**src/rtl/alu_op_sequencer.sv**
```systemverilog
// alu_op_sequencer: issues one operation at a time to a combinational ALU and writes r / R15 back.
// Optional build macro OVF_TRAP_EN: an overflowing capture suppresses write-back and pulses ovf_trap.
module alu_op_sequencer #(
  parameter int unsigned DATA_W     = 16,
  parameter int unsigned SEL_W      = 3,
  parameter int unsigned ADDR_W     = 4,
  parameter int unsigned R15_ADDR   = 15,
  parameter int unsigned SETTLE_CYC = 1
) (
  input  logic              clk,
  input  logic              rst,
  input  logic              req_valid,
  output logic              req_ready,
  input  logic [SEL_W-1:0]  req_sel,
  input  logic [DATA_W-1:0] req_a,
  input  logic [DATA_W-1:0] req_b,
  input  logic [ADDR_W-1:0] req_rd,
  output logic [DATA_W-1:0] alu_a,
  output logic [DATA_W-1:0] alu_b,
  output logic [SEL_W-1:0]  alu_sel,
  input  logic [DATA_W-1:0] alu_r,
  input  logic [DATA_W-1:0] alu_r15,
  input  logic              alu_ovf,
  output logic              wb_valid,
  input  logic              wb_ready,
  output logic [ADDR_W-1:0] wb_addr,
  output logic [DATA_W-1:0] wb_data,
  output logic              ovf_flag,
  input  logic              ovf_clr,
  output logic              ill_op,
`ifdef OVF_TRAP_EN
  output logic              ovf_trap,
`endif
  output logic [15:0]       op_count
);

  localparam int unsigned CNT_W = 4;
  localparam int unsigned OPC_W = 16;

  typedef enum logic [1:0] {IDLE, EXEC, WB_R, WB_HI} state_t;

  state_t            state, state_n;
  logic [CNT_W-1:0]  cnt, cnt_n;
  logic [ADDR_W-1:0] rd_q, rd_n;
  logic [DATA_W-1:0] hi_q, hi_n;
  logic [DATA_W-1:0] alu_a_n, alu_b_n, wb_data_n;
  logic [SEL_W-1:0]  alu_sel_n;
  logic [ADDR_W-1:0] wb_addr_n;
  logic [OPC_W-1:0]  op_count_n;
  logic              req_ready_n, wb_valid_n, ovf_flag_n, ill_op_n;
  logic              sel_ill, op_wide;
`ifdef OVF_TRAP_EN
  logic              trap_n;
`endif

  assign sel_ill = (req_sel >= SEL_W'(6));
  assign op_wide = (alu_sel == SEL_W'(4)) || (alu_sel == SEL_W'(5));

  // Next-state and next-output logic
  always_comb begin
    state_n    = state;
    cnt_n      = cnt;
    rd_n       = rd_q;
    hi_n       = hi_q;
    alu_a_n    = alu_a;
    alu_b_n    = alu_b;
    alu_sel_n  = alu_sel;
    wb_addr_n  = wb_addr;
    wb_data_n  = wb_data;
    op_count_n = op_count;
    ill_op_n   = 1'b0;
    ovf_flag_n = ovf_clr ? 1'b0 : ovf_flag;
`ifdef OVF_TRAP_EN
    trap_n     = 1'b0;
`endif

    case (state)
      IDLE: begin
        if (req_valid && req_ready) begin
          if (sel_ill) begin
            ill_op_n = 1'b1;
          end else begin
            alu_a_n   = req_a;
            alu_b_n   = req_b;
            alu_sel_n = req_sel;
            rd_n      = req_rd;
            cnt_n     = CNT_W'(SETTLE_CYC - 1);
            state_n   = EXEC;
          end
        end
      end
      EXEC: begin
        if (cnt == '0) begin
          hi_n      = alu_r15;
          wb_data_n = alu_r;
          wb_addr_n = rd_q;
          if (alu_ovf) ovf_flag_n = 1'b1;
`ifdef OVF_TRAP_EN
          if (alu_ovf) begin
            trap_n  = 1'b1;
            state_n = IDLE;
          end else begin
            state_n = WB_R;
          end
`else
          state_n = WB_R;
`endif
        end else begin
          cnt_n = cnt - CNT_W'(1);
        end
      end
      WB_R: begin
        if (wb_ready) begin
          if (op_wide) begin
            wb_addr_n = ADDR_W'(R15_ADDR);
            wb_data_n = hi_q;
            state_n   = WB_HI;
          end else begin
            op_count_n = op_count + OPC_W'(1);
            state_n    = IDLE;
          end
        end
      end
      WB_HI: begin
        if (wb_ready) begin
          op_count_n = op_count + OPC_W'(1);
          state_n    = IDLE;
        end
      end
      default: state_n = IDLE;
    endcase

    req_ready_n = (state_n == IDLE);
    wb_valid_n  = (state_n == WB_R) || (state_n == WB_HI);
  end

  // State and registered outputs
  always_ff @(posedge clk or posedge rst) begin
    if (rst) begin
      state     <= IDLE;
      cnt       <= '0;
      rd_q      <= '0;
      hi_q      <= '0;
      alu_a     <= '0;
      alu_b     <= '0;
      alu_sel   <= '0;
      req_ready <= 1'b1;
      wb_valid  <= 1'b0;
      wb_addr   <= '0;
      wb_data   <= '0;
      ovf_flag  <= 1'b0;
      ill_op    <= 1'b0;
      op_count  <= '0;
`ifdef OVF_TRAP_EN
      ovf_trap  <= 1'b0;
`endif
    end else begin
      state     <= state_n;
      cnt       <= cnt_n;
      rd_q      <= rd_n;
      hi_q      <= hi_n;
      alu_a     <= alu_a_n;
      alu_b     <= alu_b_n;
      alu_sel   <= alu_sel_n;
      req_ready <= req_ready_n;
      wb_valid  <= wb_valid_n;
      wb_addr   <= wb_addr_n;
      wb_data   <= wb_data_n;
      ovf_flag  <= ovf_flag_n;
      ill_op    <= ill_op_n;
      op_count  <= op_count_n;
`ifdef OVF_TRAP_EN
      ovf_trap  <= trap_n;
`endif
    end
  end

endmodule

```
**config.mk**
```make
export PLATFORM = sky130hd
export DESIGN_NAME = alu_op_sequencer
export DESIGN_NICKNAME = d
export VERILOG_FILES = /design/src/rtl/alu_op_sequencer.sv
export SDC_FILE = /design/constraint.sdc
export NUM_CORES = 1
export LEC_CHECK = 0
export ABC_CLOCK_PERIOD_IN_PS = 3750
export CAP_MARGIN = 10
export CORE_UTILIZATION = 30
export DETAILED_ROUTE_END_ITERATION = 10
export GPL_ROUTABILITY_DRIVEN = 0
export PLACE_DENSITY = 0.69
export SLEW_MARGIN = 40
export SYNTH_ARGS = -nofsm -noshare
export SYNTH_HDL_FRONTEND = slang
export SYNTH_SLANG_ARGS = --single-unit
```
**constraint.sdc**
```tcl
create_clock -name clk -period 3.75 [get_ports clk]
set_clock_uncertainty 0.15 [all_clocks]
set_input_delay 1.125 -clock clk [delete_from_list [all_inputs] [get_ports clk]]
set_output_delay 1.125 -clock clk [all_outputs]
set_load 0.02 [all_outputs]
```
==> results of run 1 <==
routing by layer:
layer	share of wire	vias to the layer above
li1	-	1565
met1	0.44	1475
met2	0.46	102
met3	0.090	7
met4	0.0098	0
met5	0	-
power groups by stage:
| stage | combinational (mW) | clock, mW | sequential [mW] |
|---|---|---|---|
| 2_1_floorplan | 0.929 | 0 | 2.21 |
| 3_5_place_dp | 2.23 | 0 | 1.87 |
| 6_report | 2.20 | 0.997 | 1.85 |
| 5_1_grt | 2.39 | 1.08 | 1.91 |
| 4_1_cts | 2.24 | 1.04 | 1.85 |
| 3_3_place_gp | 2.19 | 0 | 1.84 |
per-stage QoR:
step | utilization | setup WS, ns
2_1_floorplan | - | 1.272
3_3_place_gp | 0.4389 | 0.8799
3_5_place_dp | 0.4389 | 0.8477
4_1_cts | 0.4629 | 0.9608
5_1_grt | 0.4629 | 0.9459
6_report | 0.4629 | 0.9891
how the worst min path moves through the flow:
stage	endpoint	start	depth (start not counted)
after floorplan	rd_q[0]	rd_q[0]	2
after global placement	alu_b[11]	alu_b[11]	2
after detailed placement	alu_b[11]	alu_b[11]	2
after CTS	alu_a[6]	alu_a[6]	2
after global routing	alu_a[6]	alu_a[6]	2
final	alu_a[6]	alu_a[6]	2
cell type report:
| cell class | count | area (um2) | area share |
|---|---|---|---|
| tap | 176 | 220.2 | 0.03523 |
| inverter | 6 | 26.28 | 0.004203 |
| sequential | 101 | 2529 | 0.4045 |
| clock buffer | 9 | 225.2 | 0.03603 |
| clock inverter | 7 | 97.59 | 0.01561 |
| timing repair buffer | 156 | 1562 | 0.2498 |
| multi-input combinational | 264 | 1592 | 0.2546 |
cell families after synthesis:
kind of cell             after synthesis  synth area share
multiplexers                          36            0.1043
flip-flops                           101            0.5986
XOR/XNOR                              17           0.03525
AND/OR/NAND/NOR                      181            0.1863
buffers and inverters                 22           0.02873
AO/OA/AOI/OAI                         27           0.03791
adder cells (fa/ha/maj)                3          0.008887
layout by cell type (no fill, tap or decap), types with 2 or more instances in the layout:
| cell type | Yosys | routed |
|---|---|---|
| nor2_1 | 30 | 30 |
| a21oi_1 | 17 | 16 |
| xor2_1 | 6 | 6 |
| bufinv_16 | 0 | 2 |
| nand4_1 | 3 | 3 |
| buf_4 | 4 | 4 |
| xnor2_1 | 11 | 11 |
| nand2_1 | 122 | 122 |
| nand2b_1 | 3 | 3 |
| o22a_1 | 4 | 4 |
| mux2i_1 | 17 | 17 |
| nand3_1 | 8 | 8 |
| nor3_1 | 3 | 3 |
| mux2_2 | 3 | 3 |
| clkdlybuf4s50_1 | 0 | 151 |
| inv_6 | 0 | 2 |
| ha_1 | 3 | 3 |
| a21o_1 | 3 | 3 |
| dfrtp_1 | 100 | 100 |
| clkinvlp_4 | 0 | 3 |
| mux2_4 | 15 | 15 |
| clkbuf_16 | 0 | 9 |
| inv_1 | 6 | 5 |
flip-flops by register name (all words and copies together) (netlist names):
signal,cells
op_count,16
req_ready,1
alu_sel,3
state,2
wb_data,16
wb_addr,4
cnt,4
alu_a,16
wb_valid,1
ovf_flag,1
alu_b,16
hi_q,16
rd_q,4
ill_op,1
==> run_results.csv, run 1 <==
group,metric,value,unit
clock_tree,cts.root.buffer_cell,"clkbuf_16",
logic_synthesis,yosysUniqueCellTypes,37,
clock_tree,postCtsSetupBuffers,0,
timing,holdWs,0.3234,ns
timing,fin_crit,2.761,ns
logic_synthesis,synth_commonest_cells,"nand2_1, dfrtp_1, nor2_1, a21oi_1, mux2i_1",
timing,drv_slew,0,
logic_synthesis,yosysSeqAreaShare,0.5986,
global_route,grt_pass1_vias,3256,
clock_tree,clock_sinks,101,
drt,post-route-drc-count,0,
clock_tree,cts_tree,"built",
drt,via_count,3149,
logic_synthesis,synth-main-ff-cell,"dfrtp_1",
clock_tree,clkTransAtPathRegs,0.07,ns
layout,nFillCells,1231,
placement,hpwl,6532,um
placement,port_buffers,151,
floorplan,io_pins,152,
logic_synthesis,synth_area_leader_cell,"dfrtp_1",
worst_setup_path,reg2reg_to,"hi_q[14]",
drt,drtIter0Drc,96,
logic_synthesis,async_reset_ff_frac,1.000,
global_route,grt_use_met2,0.2256,
global_route,antenna_found_initial,0,
power,clkPwrFrac,0.198,
placement,dpl_cell_area,0.005928,mm2
worst_setup_path,reg2reg_from,"cnt[0]",
drt,ant_nets,0,
power,p_total,5.041,mW
timing,worst_pin_slew,0.5145,ns
floorplan,initial_core_util,0.3128,
logic_synthesis,syn_area_per_cell,10.91,um2
logic_synthesis,ys_warn_count,0,
floorplan,rows,42,
worst_setup_path,cp.depth,1,
clock_tree,clockBufferDepth,2,
drt,drt-vias-per-instance,4.380,
worst_setup_path,worstPathBufferInverterCount,1,
global_route,grt_most_used_layer,"met2",
worst_setup_path,cp-endpoint,"req_ready",
layout,diodes,0,
clock_tree,cts_hold_buf,0,
worst_setup_path,reg2reg_depth,5,
global_route,grt_max_degree,102,
worst_setup_path,crit_type,"reg -> out",
worst_hold_path,hp-class,"reg -> reg",
run,cap_violations,0,
power,power_density,806.4,mW/mm2
drt,avgRoutedWirePerCell,13.14,um
logic_synthesis,syn_inst,387,
worst_setup_path,cp.arrival,1.49,ns
global_route,met3_usage,0.06509,
power,p_comb_frac,0.436,
run_status,status,"complete, no violations",
floorplan,coreArea,0.01351,mm2
floorplan,die_h,120.7,um
layout,nets,618,
logic_synthesis,ys_seq_elements,101,
drt,wl,9450,um
power,p_int,3.246,mW
floorplan,die_w,120.7,um
worst_setup_path,critPathRequiredTime,2.47,ns
power,p_leak,2.903,nW
global_route,use_met1,0.1598,
power,switching_share,0.3561,
placement,dpl.cell_count,703,
logic_synthesis,synthesis.area,0.004224,mm2
clock_tree,ctsResizeCount,0,
worst_setup_path,critical-path-top-delay-family,"buffers and inverters",
worst_setup_path,startpoint,"req_ready",
layout,drive_above_1_share,0.09024,
worst_setup_path,slowest_stage,"clkdlybuf4s50_1",
logic_synthesis,yosys-top-cells-area,"dfrtp_1, nand2_1, mux2_4",
logic_synthesis,yosysMostFrequentCell,"nand2_1",
worst_setup_path,cpPeakStageDelay,0.61,ns
timing,hold_violations,0,
power,seqPwrFrac,0.366,
layout,syn_to_final_growth,47.99,%
power,peakVddDrop,0.3473,mV
worst_setup_path,cp-start-kind,"register",
layout,final_cells,719,
worst_setup_path,r2r_slack,1.67,ns
drt,firstDrtPassIters,4,
floorplan,dieArea,0.01456,mm2
timing,setup_viol,0,
timing,fmax,362.2,MHz
layout,stdcell_area,0.006251,mm2
timing,maxSlewHeadroom,0.6570,
global_route,overflow,0,
clock_tree,clk-insertion-delay-late,0.35,ns
clock_tree,htreeDepth,3,
worst_setup_path,cp_max_fo,2,
worst_setup_path,crit_path_cell_trace,"clkdlybuf4s50_1",
power,p_sw,1.795,mW
timing,finalCritPeriodShare,0.7362,
worst_setup_path,end_kind,"primary output",
timing,rsz0062_at_grt,"no",
logic_synthesis,synth_edf_count,0,
global_route,grt_pass1_wl,15540,um
timing,fin_setup_tns,0,ns
logic_synthesis,synth_nets,467,
logic_synthesis,synth_top_area_frac,0.5924,
global_route,grt_usage,0.1373,
clock_tree,cts_buffers,9,
Power figures use the tool's default switching activity.
==> run 2: changes to the inputs <==
Settings changed: ABC_CLOCK_PERIOD_IN_PS 3750 to 2400.
Clock period 3.75 ns to 2.4 ns, I/O delays scaled along.
==> run 2 against run 1 <==
Net effect:
- worst setup slack worse by 0.94 ns
- wire length is 2.5% higher
- non-clock buffer count is 4 higher
- register-to-register slack worse by 1.3 ns
- combinational power is 60% higher
- flip-flop and latch count stayed put
- power is 55% higher
- via count is 2.2% higher
- critical path type unchanged
- critical endpoint unchanged
- largest power group unchanged
==> run_results.csv, run 2 (synthesized netlist as in run 1, its figures left out) <==
group,metric,value,unit
worst_setup_path,slowest_stage,"clkdlybuf4s50_1",
layout,syn_to_final_growth,48.90,%
worst_setup_path,cp.arrival,1.48,ns
placement,port_buffers,151,
layout,drive_above_1_share,0.09324,
timing,setup_viol,0,
floorplan,initial_core_util,0.3128,
layout,nets,622,
worst_setup_path,reg2reg_depth,5,
worst_setup_path,end_kind,"primary output",
global_route,antenna_found_initial,0,
worst_setup_path,cp_max_fo,2,
timing,worst_pin_slew,0.4996,ns
run,cap_violations,0,
run_status,status,"complete, no violations",
worst_setup_path,critPathRequiredTime,1.53,ns
worst_setup_path,reg2reg_from,"cnt[0]",
worst_setup_path,crit_path_cell_trace,"clkdlybuf4s50_1",
placement,dpl_worst_slack,-0.02709,ns
timing,finalCritPeriodShare,0.9794,
clock_tree,htreeDepth,3,
clock_tree,postCtsSetupBuffers,0,
floorplan,die_w,120.7,um
worst_setup_path,critical-path-top-delay-family,"buffers and inverters",
worst_setup_path,cp-start-kind,"register",
worst_setup_path,cp.depth,1,
power,peakVddDrop,0.6419,mV
drt,drtIter0Drc,115,
floorplan,die_h,120.7,um
worst_setup_path,worstPathBufferInverterCount,1,
drt,post-route-drc-count,0,
timing,drv_slew,0,
timing,layout_setup_ws,0.04933,ns
drt,via_count,3219,
worst_setup_path,r2r_slack,0.32,ns
drt,firstDrtPassIters,4,
timing,maxSlewHeadroom,0.6655,
worst_setup_path,cpPeakStageDelay,0.61,ns
global_route,grt_usage,0.1416,
timing,holdWs,0.3271,ns
layout,nFillCells,1253,
clock_tree,clock_sinks,101,
global_route,grt_pass1_vias,3362,
timing,fin_crit,2.351,ns
global_route,grt_max_degree,47,
clock_tree,cts_buffers,9,
timing,fmax,425.4,MHz
layout,mostFrequentLayoutCell,"clkdlybuf4s50_1",
drt,ant_nets,0,
timing,hold_violations,0,
clock_tree,cts.root.buffer_cell,"clkbuf_16",
power,p_total,7.816,mW
worst_setup_path,startpoint,"req_ready",
floorplan,rows,42,
clock_tree,cts_tree,"built",
clock_tree,clockBufferDepth,2,
drt,drt-vias-per-instance,4.452,
layout,regArea,0.002529,mm2
clock_tree,ctsResizeCount,0,
layout,final_util,0.4657,
floorplan,dieArea,0.01456,mm2
worst_setup_path,crit_type,"reg -> out",
drt,wl,9686,um
global_route,grt_pass1_wl,16120,um
worst_setup_path,reg2reg_to,"hi_q[2]",
layout,final_cell_mix,"clkdlybuf4s50_1, nand2_1, dfrtp_1",
layout,multiInputGateArea,0.001592,mm2
power,p_leak,2.912,nW
global_route,overflow,0,
floorplan,coreArea,0.01351,mm2
worst_hold_path,hp-class,"reg -> reg",
floorplan,io_pins,152,
clock_tree,clkTransAtPathRegs,0.07,ns
power,power_density,1243,mW/mm2
placement,hpwl,6916,um
layout,diodes,0,
clock_tree,cts_hold_buf,0,
worst_setup_path,cp-endpoint,"req_ready",
drt,avgRoutedWirePerCell,13.40,um
clock_tree,clk-insertion-delay-late,0.34,ns
timing,rsz0062_at_grt,"no",
==> run 2: final cells by class <==
class | count | share of cell area
timing repair buffer | 160 | 0.2590
clock inverter | 5 | 0.009747
tap | 176 | 0.03501
inverter | 6 | 0.004177
clock buffer | 11 | 0.03700
sequential | 101 | 0.4020
multi-input combinational | 264 | 0.2530
==> run 2: report_power, final <==
group	total [mW]	internal, mW	switching, mW
clock network	1.42	0.810	0.609
registers	2.88	2.43	0.445
logic	3.52	1.76	1.75
total	7.82	5.01	2.81
==> run 2: layer usage <==
metal / track usage / routed length, um / up-vias
li1: - / - / 1569
met1: 0.1603 / 4012 / 1532
met2: 0.2389 / 4742 / 108
met3: 0.06132 / 805 / 10
met4: 0.04630 / 126 / 0
met5: 0 / 0 / -
==> run 2: how the worst min path moves through the flow <==
stage	cells after the start	startpoint	end	slack (ns)
after floorplan	2	rd_q[0]	rd_q[0]	0.30
after global placement	2	alu_a[14]	alu_a[14]	0.31
after detailed placement	2	alu_sel[0]	alu_sel[0]	0.31
after CTS	2	alu_a[15]	alu_a[15]	0.33
after global routing	2	alu_a[10]	alu_a[10]	0.35
final	2	alu_b[11]	alu_b[11]	0.33
==> run 2: per-stage QoR <==
stage	setup TNS [ns]	instance area, um2	instances
after global placement	0	5996	707
after detailed placement	-0.03840	5996	707
after floorplan	0	4228	387
final	0	6290	723
after CTS	0	6290	723
after global routing	0	6290	723
